## config.mk

```make
export PLATFORM = sky130hd
export DESIGN_NAME = multicycle_control_unit_flat
export DESIGN_NICKNAME = d
export VERILOG_FILES = /design/src/rtl/multicycle_control_unit_if.sv /design/src/rtl/multicycle_control_unit.sv /design/src/flat_wrapper.sv
export SDC_FILE = /design/constraint.sdc
export NUM_CORES = 1
export LEC_CHECK = 0
export ABC_AREA = 1
export BUFFER_PORTS_ARGS = -buffer_cell sky130_fd_sc_hd__buf_4
export CAP_MARGIN = 0
export CORE_UTILIZATION = 50
export DETAILED_ROUTE_END_ITERATION = 10
export PLACE_DENSITY = 0.85
export RECOVER_POWER = 100
export SYNTH_ARGS = -nofsm -noshare
export SYNTH_HDL_FRONTEND = slang
export SYNTH_SLANG_ARGS = --single-unit
```

## constraint.sdc

```tcl
create_clock -name clk -period 2.3 [get_ports clk]
set_input_delay 0.345 -clock clk [delete_from_list [all_inputs] [get_ports clk]]
set_output_delay 0.345 -clock clk [all_outputs]
set_load 0.02 [all_outputs]
```

## src/rtl/multicycle_control_unit_if.sv

```systemverilog
// ---------------------------------------------------------------------------
// multicycle_control_unit_if
// Instruction-fetch bus between the control unit and instruction memory /
// instruction register.
//   imem_req : fetch request          (control unit -> memory)
//   imem_ack : fetch data valid        (memory -> control unit)
//   opcode   : instruction-register opcode field (IR -> control unit)
//   ir_load  : load the instruction register     (control unit -> IR)
// master modport: control unit side. slave modport: memory / IR side.
// ---------------------------------------------------------------------------
interface multicycle_control_unit_if #(
  parameter int OPCODE_W = 4
);
  logic                imem_req;
  logic                imem_ack;
  logic                ir_load;
  logic [OPCODE_W-1:0] opcode;

  modport master (
    output imem_req,
    output ir_load,
    input  imem_ack,
    input  opcode
  );

  modport slave (
    input  imem_req,
    input  ir_load,
    output imem_ack,
    output opcode
  );
endinterface

```

## src/rtl/multicycle_control_unit.sv

```systemverilog
// ---------------------------------------------------------------------------
// multicycle_control_unit
// Sequences each instruction through FETCH, DECODE, EXEC and WB. MUL holds
// EXEC for MUL_LAT cycles; HALT (and, when trapping, undefined opcodes)
// parks the unit in HALTED until rst.
//
// Optional feature macro: CU_ILLEGAL_TRAP_EN
//   defined   : undefined opcode sets illegal and halt, enters HALTED
//   undefined : undefined opcode executes as NOP and is retired
//
// Ports:
//   clk, rst    : clock (rising edge), synchronous active-high reset
//   start       : leave IDLE and begin fetching
//   imem        : fetch bus (imem_req, imem_ack, opcode, ir_load)
//   ALUControl  : ALU operation, latched in DECODE
//   ALUSrc      : immediate operand select, latched in DECODE
//   RegWrite    : register-file write enable (WB only)
//   pc_en       : advance PC (WB only)
//   busy        : not IDLE and not HALTED
//   halt        : sticky halt
//   illegal     : sticky undefined-opcode flag
//   retired     : retired-instruction count, wraps
// ---------------------------------------------------------------------------
module multicycle_control_unit #(
  parameter int OPCODE_W = 4,
  parameter int ALUCTL_W = 3,
  parameter int MUL_LAT  = 3,
  parameter int CNT_W    = 16
) (
  input  logic                      clk,
  input  logic                      rst,
  input  logic                      start,
  multicycle_control_unit_if.master imem,
  output logic [ALUCTL_W-1:0]       ALUControl,
  output logic                      ALUSrc,
  output logic                      RegWrite,
  output logic                      pc_en,
  output logic                      busy,
  output logic                      halt,
  output logic                      illegal,
  output logic [CNT_W-1:0]          retired
);

`ifdef CU_ILLEGAL_TRAP_EN
  localparam bit TRAP_EN = 1'b1;
`else
  localparam bit TRAP_EN = 1'b0;
`endif

  localparam int LAT_W = (MUL_LAT > 1) ? $clog2(MUL_LAT) : 1;

  typedef enum logic [2:0] {
    S_IDLE, S_FETCH, S_DECODE, S_EXEC, S_WB, S_HALTED
  } state_t;

  state_t              state_reg, state_next;
  logic [ALUCTL_W-1:0] ctl_reg;
  logic                src_reg;
  logic                wr_reg;
  logic [LAT_W-1:0]    lat_reg;
  logic                halt_reg;
  logic                illegal_reg;
  logic [CNT_W-1:0]    retired_reg;

  // Any opcode bit above bit 3 makes the instruction undefined.
  logic upper_set;
  generate
    if (OPCODE_W > 4) begin : g_hi
      assign upper_set = |imem.opcode[OPCODE_W-1:4];
    end else begin : g_no_hi
      assign upper_set = 1'b0;
    end
  endgenerate

  // Opcode decode; NOP, HALT and undefined opcodes all decode to zero controls.
  logic [2:0] dec_ctl;
  logic       dec_src, dec_wr, dec_mul, dec_halt, dec_undef;

  always_comb begin
    dec_ctl   = 3'b000;
    dec_src   = 1'b0;
    dec_wr    = 1'b0;
    dec_mul   = 1'b0;
    dec_halt  = 1'b0;
    dec_undef = 1'b0;
    if (upper_set) begin
      dec_undef = 1'b1;
    end else begin
      case (imem.opcode[3:0])
        4'b0000: ;
        4'b0001: dec_wr = 1'b1;
        4'b0010: begin dec_ctl = 3'b001; dec_wr = 1'b1; end
        4'b0011: begin dec_ctl = 3'b100; dec_wr = 1'b1; dec_mul = 1'b1; end
        4'b0101: begin dec_src = 1'b1; dec_wr = 1'b1; end
        4'b1111: dec_halt = 1'b1;
        default: dec_undef = 1'b1;
      endcase
    end
  end

  logic trap_now;
  assign trap_now = dec_halt || (dec_undef && TRAP_EN);

  always_comb begin
    state_next    = state_reg;
    imem.imem_req = 1'b0;
    imem.ir_load  = 1'b0;
    RegWrite      = 1'b0;
    pc_en         = 1'b0;
    case (state_reg)
      S_IDLE:   if (start) state_next = S_FETCH;
      S_FETCH: begin
        imem.imem_req = 1'b1;
        if (imem.imem_ack) begin
          imem.ir_load = 1'b1;
          state_next   = S_DECODE;
        end
      end
      S_DECODE: state_next = trap_now ? S_HALTED : S_EXEC;
      S_EXEC:   if (lat_reg == '0) state_next = S_WB;
      S_WB: begin
        RegWrite   = wr_reg;
        pc_en      = 1'b1;
        state_next = S_FETCH;
      end
      S_HALTED: state_next = S_HALTED;
      default:  state_next = S_IDLE;
    endcase
  end

  always_ff @(posedge clk) begin
    if (rst) begin
      state_reg   <= S_IDLE;
      ctl_reg     <= '0;
      src_reg     <= 1'b0;
      wr_reg      <= 1'b0;
      lat_reg     <= '0;
      halt_reg    <= 1'b0;
      illegal_reg <= 1'b0;
      retired_reg <= '0;
    end else begin
      state_reg <= state_next;
      case (state_reg)
        S_DECODE: begin
          ctl_reg <= ALUCTL_W'(dec_ctl);
          src_reg <= dec_src;
          wr_reg  <= dec_wr;
          // EXEC leaves when this counter reads zero, so MUL sees MUL_LAT cycles.
          lat_reg <= dec_mul ? LAT_W'(MUL_LAT - 1) : '0;
          if (trap_now) halt_reg <= 1'b1;
          if (dec_undef && TRAP_EN) illegal_reg <= 1'b1;
        end
        S_EXEC:  if (lat_reg != '0) lat_reg <= lat_reg - LAT_W'(1);
        S_WB:    retired_reg <= retired_reg + CNT_W'(1);
        default: ;
      endcase
    end
  end

  assign ALUControl = ctl_reg;
  assign ALUSrc     = src_reg;
  assign busy       = (state_reg != S_IDLE) && (state_reg != S_HALTED);
  assign halt       = halt_reg;
  assign illegal    = illegal_reg;
  assign retired    = retired_reg;

endmodule

```

## src/flat_wrapper.sv

```systemverilog
// flat-port wrapper written by rule: the top's interface ports become plain ports
module multicycle_control_unit_flat 
#(
  parameter int OPCODE_W = 4,
  parameter int ALUCTL_W = 3,
  parameter int MUL_LAT  = 3,
  parameter int CNT_W    = 16
)
  (clk, rst, start, ALUControl, ALUSrc, RegWrite, pc_en, busy, halt, illegal, retired, imem_imem_req, imem_ir_load, imem_imem_ack, imem_opcode);
  multicycle_control_unit_if #(.OPCODE_W(OPCODE_W)) imem_i ();
  input  logic clk;
  input  logic rst;
  input  logic start;
  output logic [ALUCTL_W-1:0] ALUControl;
  output logic ALUSrc;
  output logic RegWrite;
  output logic pc_en;
  output logic busy;
  output logic halt;
  output logic illegal;
  output logic [CNT_W-1:0] retired;
  output wire logic [$bits(imem_i.imem_req)-1:0] imem_imem_req;
  output wire logic [$bits(imem_i.ir_load)-1:0] imem_ir_load;
  input wire logic [$bits(imem_i.imem_ack)-1:0] imem_imem_ack;
  input wire logic [$bits(imem_i.opcode)-1:0] imem_opcode;
  assign imem_imem_req = imem_i.imem_req;
  assign imem_ir_load = imem_i.ir_load;
  assign imem_i.imem_ack = imem_imem_ack;
  assign imem_i.opcode = imem_opcode;
  multicycle_control_unit #(.OPCODE_W(OPCODE_W), .ALUCTL_W(ALUCTL_W), .MUL_LAT(MUL_LAT), .CNT_W(CNT_W)) u_core (.clk(clk), .rst(rst), .start(start), .imem(imem_i), .ALUControl(ALUControl), .ALUSrc(ALUSrc), .RegWrite(RegWrite), .pc_en(pc_en), .busy(busy), .halt(halt), .illegal(illegal), .retired(retired));
endmodule
```

==> flow_metrics.tcl, run 1 <==
set metrics [dict create \
    run_status "finished, final reports clean" \
    ir_worst_vdd_mv 0.4059 \
    leakagePower_nw 0.6166 \
    crit_top_cell "sky130_fd_sc_hd__nor2_1" \
    track_usage_pct 21.04 \
    yosysWarningCount 0 \
    buffer_ports.inserted 32 \
    intPower_w 0.0006201 \
    initial_utilization_pct 53.88 \
    total_instance_count_after_detailed_placement 254 \
    final-max-slew-violation-count 0 \
    cts_max_path_buffers 2 \
    crit_path_cells "nor2_1 -> nand2_1 -> nor2_1 -> clkbuf_1" \
    global_route_wire_length_before_repair_um 4540 \
    globalplace.congestion 0.7736 \
    max_cap_violations 0 \
    die_area_um2 2956 \
    largest_register_ffs 16 \
    ioPinCount 35 \
    dieWidth_um 54.37 \
    final_sum_of_negative_setup_slack_ns 0 \
    p_total_w 0.0008861 \
    clock_tree.root_cell "sky130_fd_sc_hd__clkbuf_4" \
    detail_route.iter0.violations 12 \
    route.antenna.remaining_nets 0 \
    wl_per_cell_um 10.72 \
    timing_hold_violations_final 0 \
    p_seq_share_pct 54.7 \
    synth_cell_type_count 31 \
    fin_util_pct 58.85 \
    worst_slew_margin_rel_pct 63.87 \
    total_of_flip_flops_plus_latches_after_synthesis 26 \
    post_cts_resized 0 \
    worstHoldPathType "in2reg" \
    timing.rr.start "u_core.state_reg[0]" \
    cp-end-kind "output pin" \
    clkSlewWorstSetupHoldPaths_ns 0.14 \
    r2r_end "u_core.retired[13]" \
    vias_per_cell 4.930 \
    flow.area_growth_from_synthesis_pct 9.216 \
    h-tree-depth 1 \
    timing.critical_path.fanout_max 7 \
    timing.hold.worst.start "rst" \
    cts_made_buffers 3 \
    synth_sequential_area_ratio_pct 37.96 \
    power.net_switching_w 0.0002660 \
    mappedNetlistArea_um2 1371 \
    power.combinational.fraction_pct 18.6 \
    cts_tree "yes" \
    post_cts_setup_buffer_count 0 \
    grt-ovfl-total 0 \
    hold-path-endpoint "u_core.ALUSrc" \
    rows 18 \
    count_of_final_setup_violators 0 \
    tightest_slew_ns 0.5399 \
    fin_crit_ns 1.831 \
    crit_path_top_delay_cell "sky130_fd_sc_hd__dfxtp_1" \
    cp-start-kind "flip-flop" \
    share_of_cells_above_drive_strength_1_pct 7.018 \
    cts_hold_repair.buffers 0 \
    clk_latency_ns 0.33 \
    core_area_um2 2545 \
    rr_worst_depth 6 \
    routed-via-count 1272 \
    fp.dieH_um 54.37 \
    layoutNonFillerInstCount 258 \
    wl_um 2766 \
    period_share_pct 79.61 \
    fin_nets 239 \
    diodes 0 \
    hold-path-cell-count 2 \
    synthesis.area_per_instance_um2 6.997 \
    clock_power_share_pct 26.7 \
    rsz_0062_raised_after_global_routing "no" \
    power.density_nw_per_um2 591.6 \
    crit_path_max_incr_delay_ns 0.39 \
    number_of_global_route_vias_before_repair 1112 \
    cp_data_required_time_ns 1.96 \
    ff2ff_setup_slack_ns 0.59 \
    detail_route.first_pass.iterations 4 \
    postSynthCellCount 196 \
    grt_start_max_net_pins 19 \
    critical_path_arrival_ns 1.49 \
    switching_share_of_total_power_pct 30.02 \
    cts_sinks 26 \
    timing.clock.skew_ns 0.002884 \
    initial_antenna_violation_count 0 \
    drc 0 \
    path_class "reg2out" \
    dp_hpwl_um 2081 \
    achievable-frequency_mhz 546.1 \
]
-- worst max-delay path, delay by kind of cell (launching register included) --
kind                   cells  cell delay (ns)
and+or+nand+nor            3             0.53
DFF                        1             0.39
buffers and inverters      1             0.24
-- layout make-up --
class,count,area [um^2]
tap,30,37.54
inverter,28,107.6
multi-input combinational,138,645.6
clock buffer,4,36.28
timing repair buffer,32,150.1
fill,277,1047
sequential,26,520.5
-- kinds of logic after synthesis --
kind of cell | share of synthesized area, %
simple gates | 35.49
fa+ha+maj | 1.825
compound gates | 12.68
other cells | 0.2735
buf+inv | 11.13
xor+xnor | 0.6388
flops | 37.96
-- cell usage in the layout, fill, tap and decap left out, drive strengths merged --
cell type,count
clkinv,1
a31oi,1
xor2,1
nand3b,1
nor3,4
inv,27
conb,2
nand3,14
nand2,37
buf,8
clkbuf,28
a21oi,18
dfxtp,26
o21ai,11
nor2,38
ha,2
o21bai,1
nand4,7
a21boi,1
-- how the worst max path moves through the flow --
stage               slack (ns)       end                start
floorplan                 0.88      busy  u_core.state_reg[1]
detailed placement        0.95      busy  u_core.state_reg[2]
global placement          0.99      busy  u_core.state_reg[2]
CTS                       0.56      busy  u_core.state_reg[2]
finish                    0.47  RegWrite  u_core.state_reg[0]
global route              0.31  RegWrite  u_core.state_reg[0]
-- per-layer routing --
metal | global-route usage [%] | part of all wire, % | vias up
met3 | 3.333 | 3.5 | 5
li1 | - | - | 693
met5 | 0 | 0 | -
met1 | 26.12 | 50 | 550
met2 | 36.18 | 44 | 24
met4 | 7.692 | 2.0 | 0
-- cells in the mapped netlist (all sizes together) --
library cell | number | area, um^2
a21oi | 18 | 90.09
a31oi | 1 | 6.260
dfxtp | 26 | 520.5
clkinv | 1 | 3.750
xor2 | 1 | 8.760
nand3 | 14 | 75.07
o21bai | 1 | 11.26
ha | 2 | 25.02
nand2 | 37 | 156.4
nand3b | 1 | 7.510
a21boi | 1 | 7.510
buf | 4 | 31.27
nor3 | 4 | 20.02
o21ai | 11 | 58.80
nand4 | 7 | 43.79
inv | 27 | 103.9
nor2 | 38 | 183.9
conb | 1 | 3.750
clkbuf | 1 | 13.76
-- power by group through the flow --
| stage | clock (W) | combinational (W) | sequential, W |
|---|---|---|---|
| floorplan | 0 | 0.000135 | 0.000500 |
| global placement | 0 | 0.000188 | 0.000498 |
| detailed placement | 0 | 0.000189 | 0.000500 |
| CTS | 0.000242 | 0.000191 | 0.000490 |
| global route | 0.000260 | 0.000189 | 0.000488 |
| finish | 0.000236 | 0.000165 | 0.000485 |
-- stage by stage --
step                area, um^2  hold WS (ns)  setup WS [ns]
floorplan                 1375        0.4222         0.8823
global placement          1608        0.4590         0.9940
CTS                       1644        0.2266         0.5602
finish                    1498        0.2338         0.4689
global route              1498        0.2226         0.3088
detailed placement        1608        0.4569         0.9502
Power figures use the tool's default switching activity.
==> run 2, diff against run 1 <==
CORE_UTILIZATION = 47   (was 50)
PLACE_DENSITY = 0.84   (was 0.85)
clock period = 1.65 ns   (was 2.3 ns; I/O delays follow)
==> run 2 against run 1 <==
Global-route usage is 2.0 points lower; routed wire length is 0.72% lower; highest routed layer unchanged; cell area increased by 2.8%; non-clock buffer count unchanged; sequential power is 41% higher; sequential share of layout area down 0.77 points; register-to-register slack got worse by 0.30 ns; utilization fell by 3.0 points.
==> flow_metrics.tcl, run 2 (synthesis gave the netlist of run 1 again) <==
set metrics [dict create \
    leakagePower_nw 0.6519 \
    rr_worst_depth 7 \
    achievable-frequency_mhz 645.5 \
    track_usage_pct 19.03 \
    share_of_cells_above_drive_strength_1_pct 11.84 \
    timing.hold.ws_ns 0.1437 \
    tightest_slew_ns 0.5394 \
    rows 19 \
    clkSlewWorstSetupHoldPaths_ns 0.14 \
    timing.critical_path.fanout_max 7 \
    initial_antenna_violation_count 0 \
    ioPinCount 35 \
    grt_start_max_net_pins 19 \
    wl_um 2746 \
    grtUsageMet3_pct 5.581 \
    rsz_0062_raised_after_global_routing "no" \
    crit_family "flip-flops" \
    global_route_wire_length_before_repair_um 4761 \
    drc 0 \
    routed-via-count 1275 \
    fin_nets 239 \
    layout.cells.most_common "sky130_fd_sc_hd__nand2_1" \
    vias_per_cell 4.923 \
    clock_tree.root_cell "sky130_fd_sc_hd__clkbuf_4" \
    groute.layer.met2.usage_pct 32.31 \
    worstPathBufferInverterCount 1 \
    p_total_w 0.001254 \
    h-tree-depth 1 \
    largest_register_ffs 16 \
    worst_slew_margin_rel_pct 64.00 \
    critical_path_depth 4 \
    cp-start-kind "flip-flop" \
    post_cts_resized 0 \
    path_class "reg2out" \
    timing.clock.skew_ns 0.004147 \
    globalplace.congestion 0.8017 \
    max_cap_violations 0 \
    cts_tree "yes" \
    dieWidth_um 56.02 \
    critical_path_arrival_ns 1.30 \
    period_share_pct 93.89 \
    power.density_nw_per_um2 814.5 \
    final_cell_mix "sky130_fd_sc_hd__nand2_1 (36), sky130_fd_sc_hd__nor2_1 (33), sky130_fd_sc_hd__inv_1 (25)" \
    cts_made_buffers 3 \
    flow.area_growth_from_synthesis_pct 12.23 \
    count_of_final_setup_violators 0 \
    timing_hold_violations_final 0 \
    cp-end-kind "output pin" \
    die_area_um2 3138 \
    diodes 0 \
    run_status "finished, final reports clean" \
    cts_max_path_buffers 2 \
    fp.dieH_um 56.02 \
    detail_route.iter0.violations 29 \
    cts_sinks 26 \
    post_cts_setup_buffer_count 0 \
    grt-ovfl-total 0 \
    crit_path_max_incr_delay_ns 0.41 \
    route.antenna.remaining_nets 0 \
    buffer_ports.inserted 32 \
    ir_worst_vdd_mv 0.6482 \
    dp_hpwl_um 2060 \
    core_area_um2 2758 \
    final_sum_of_negative_setup_slack_ns 0 \
    worstHoldPathType "in2reg" \
    hold-path-cell-count 2 \
    final-max-slew-violation-count 0 \
    cts_hold_repair.buffers 0 \
    gr-max-usage-layer "met2" \
    crit_path_top_delay_cell "sky130_fd_sc_hd__dfxtp_1" \
    grtUsageMet1_pct 22.97 \
    fin_crit_ns 1.549 \
    crit_path_cells "nor2_4 -> nand2_4 -> nor2_1 -> clkbuf_2" \
    initial_utilization_pct 49.73 \
    wl_per_cell_um 10.60 \
    cp_data_required_time_ns 1.40 \
    clk_latency_ns 0.32 \
    detail_route.first_pass.iterations 6 \
    number_of_global_route_vias_before_repair 1153 \
]
==> run 2: layer usage <==
| layer | up-vias | routed length, um |
|---|---|---|
| met4 | 0 | 17 |
| met1 | 541 | 1301 |
| met3 | 2 | 155 |
| li1 | 695 | - |
| met5 | - | 0 |
| met2 | 37 | 1271 |
==> run 2: path summary, 6_finish.rpt <==
| kind | startpoint | end | slack (ns) |
|---|---|---|---|
| worst min register to register | u_core.ALUControl[0] | u_core.ALUControl[0] | 0.48 |
| worst max register to register | u_core.retired[2] | u_core.retired[15] | 0.29 |
| worst min-delay path | rst | u_core.state_reg[2] | 0.14 |
| worst max-delay path | u_core.state_reg[0] | RegWrite | 0.10 |
==> run 2: final cells by class <==
cell class | instances | area (um^2)
timing repair buffer | 32 | 155.1
sequential | 26 | 523.0
multi-input combinational | 138 | 678.2
fill | 309 | 1219
tap | 31 | 38.79
clock buffer | 4 | 36.28
inverter | 28 | 107.6
==> run 2: where the power goes <==
| part | total [W] | switching, W | internal (W) |
|---|---|---|---|
| logic | 0.000244 | 0.000160 | 0.0000839 |
| registers | 0.000684 | 0.0000289 | 0.000655 |
| clock network | 0.000326 | 0.000191 | 0.000135 |
| total | 0.00125 | 0.000380 | 0.000874 |
==> run 2: worst reg2reg max path, stage by stage (launching register included) <==
cell	delay, ns
sky130_fd_sc_hd__dfxtp_1	0.46
sky130_fd_sc_hd__nand3_1	0.21
sky130_fd_sc_hd__nor2_8	0.19
sky130_fd_sc_hd__nand2_1	0.14
sky130_fd_sc_hd__clkinv_1	0.10
sky130_fd_sc_hd__nand3_1	0.07
sky130_fd_sc_hd__nand2_1	0.06
sky130_fd_sc_hd__nor2_1	0.04
==> run 2: metrics by stage <==
| stage | utilization [%] | worst slack [ns] | cells | area [um^2] |
|---|---|---|---|---|
| 2_1_floorplan | - | 0.3298 | 197 | 1375 |
| 3_3_place_gp | 58.35 | 0.3540 | 255 | 1609 |
| 3_5_place_dp | 58.35 | 0.3041 | 255 | 1609 |
| 4_1_cts | 59.66 | 0.01112 | 259 | 1645 |
| 5_1_grt | 55.81 | 0.01233 | 259 | 1539 |
| 6_report | 55.81 | 0.1008 | 259 | 1539 |
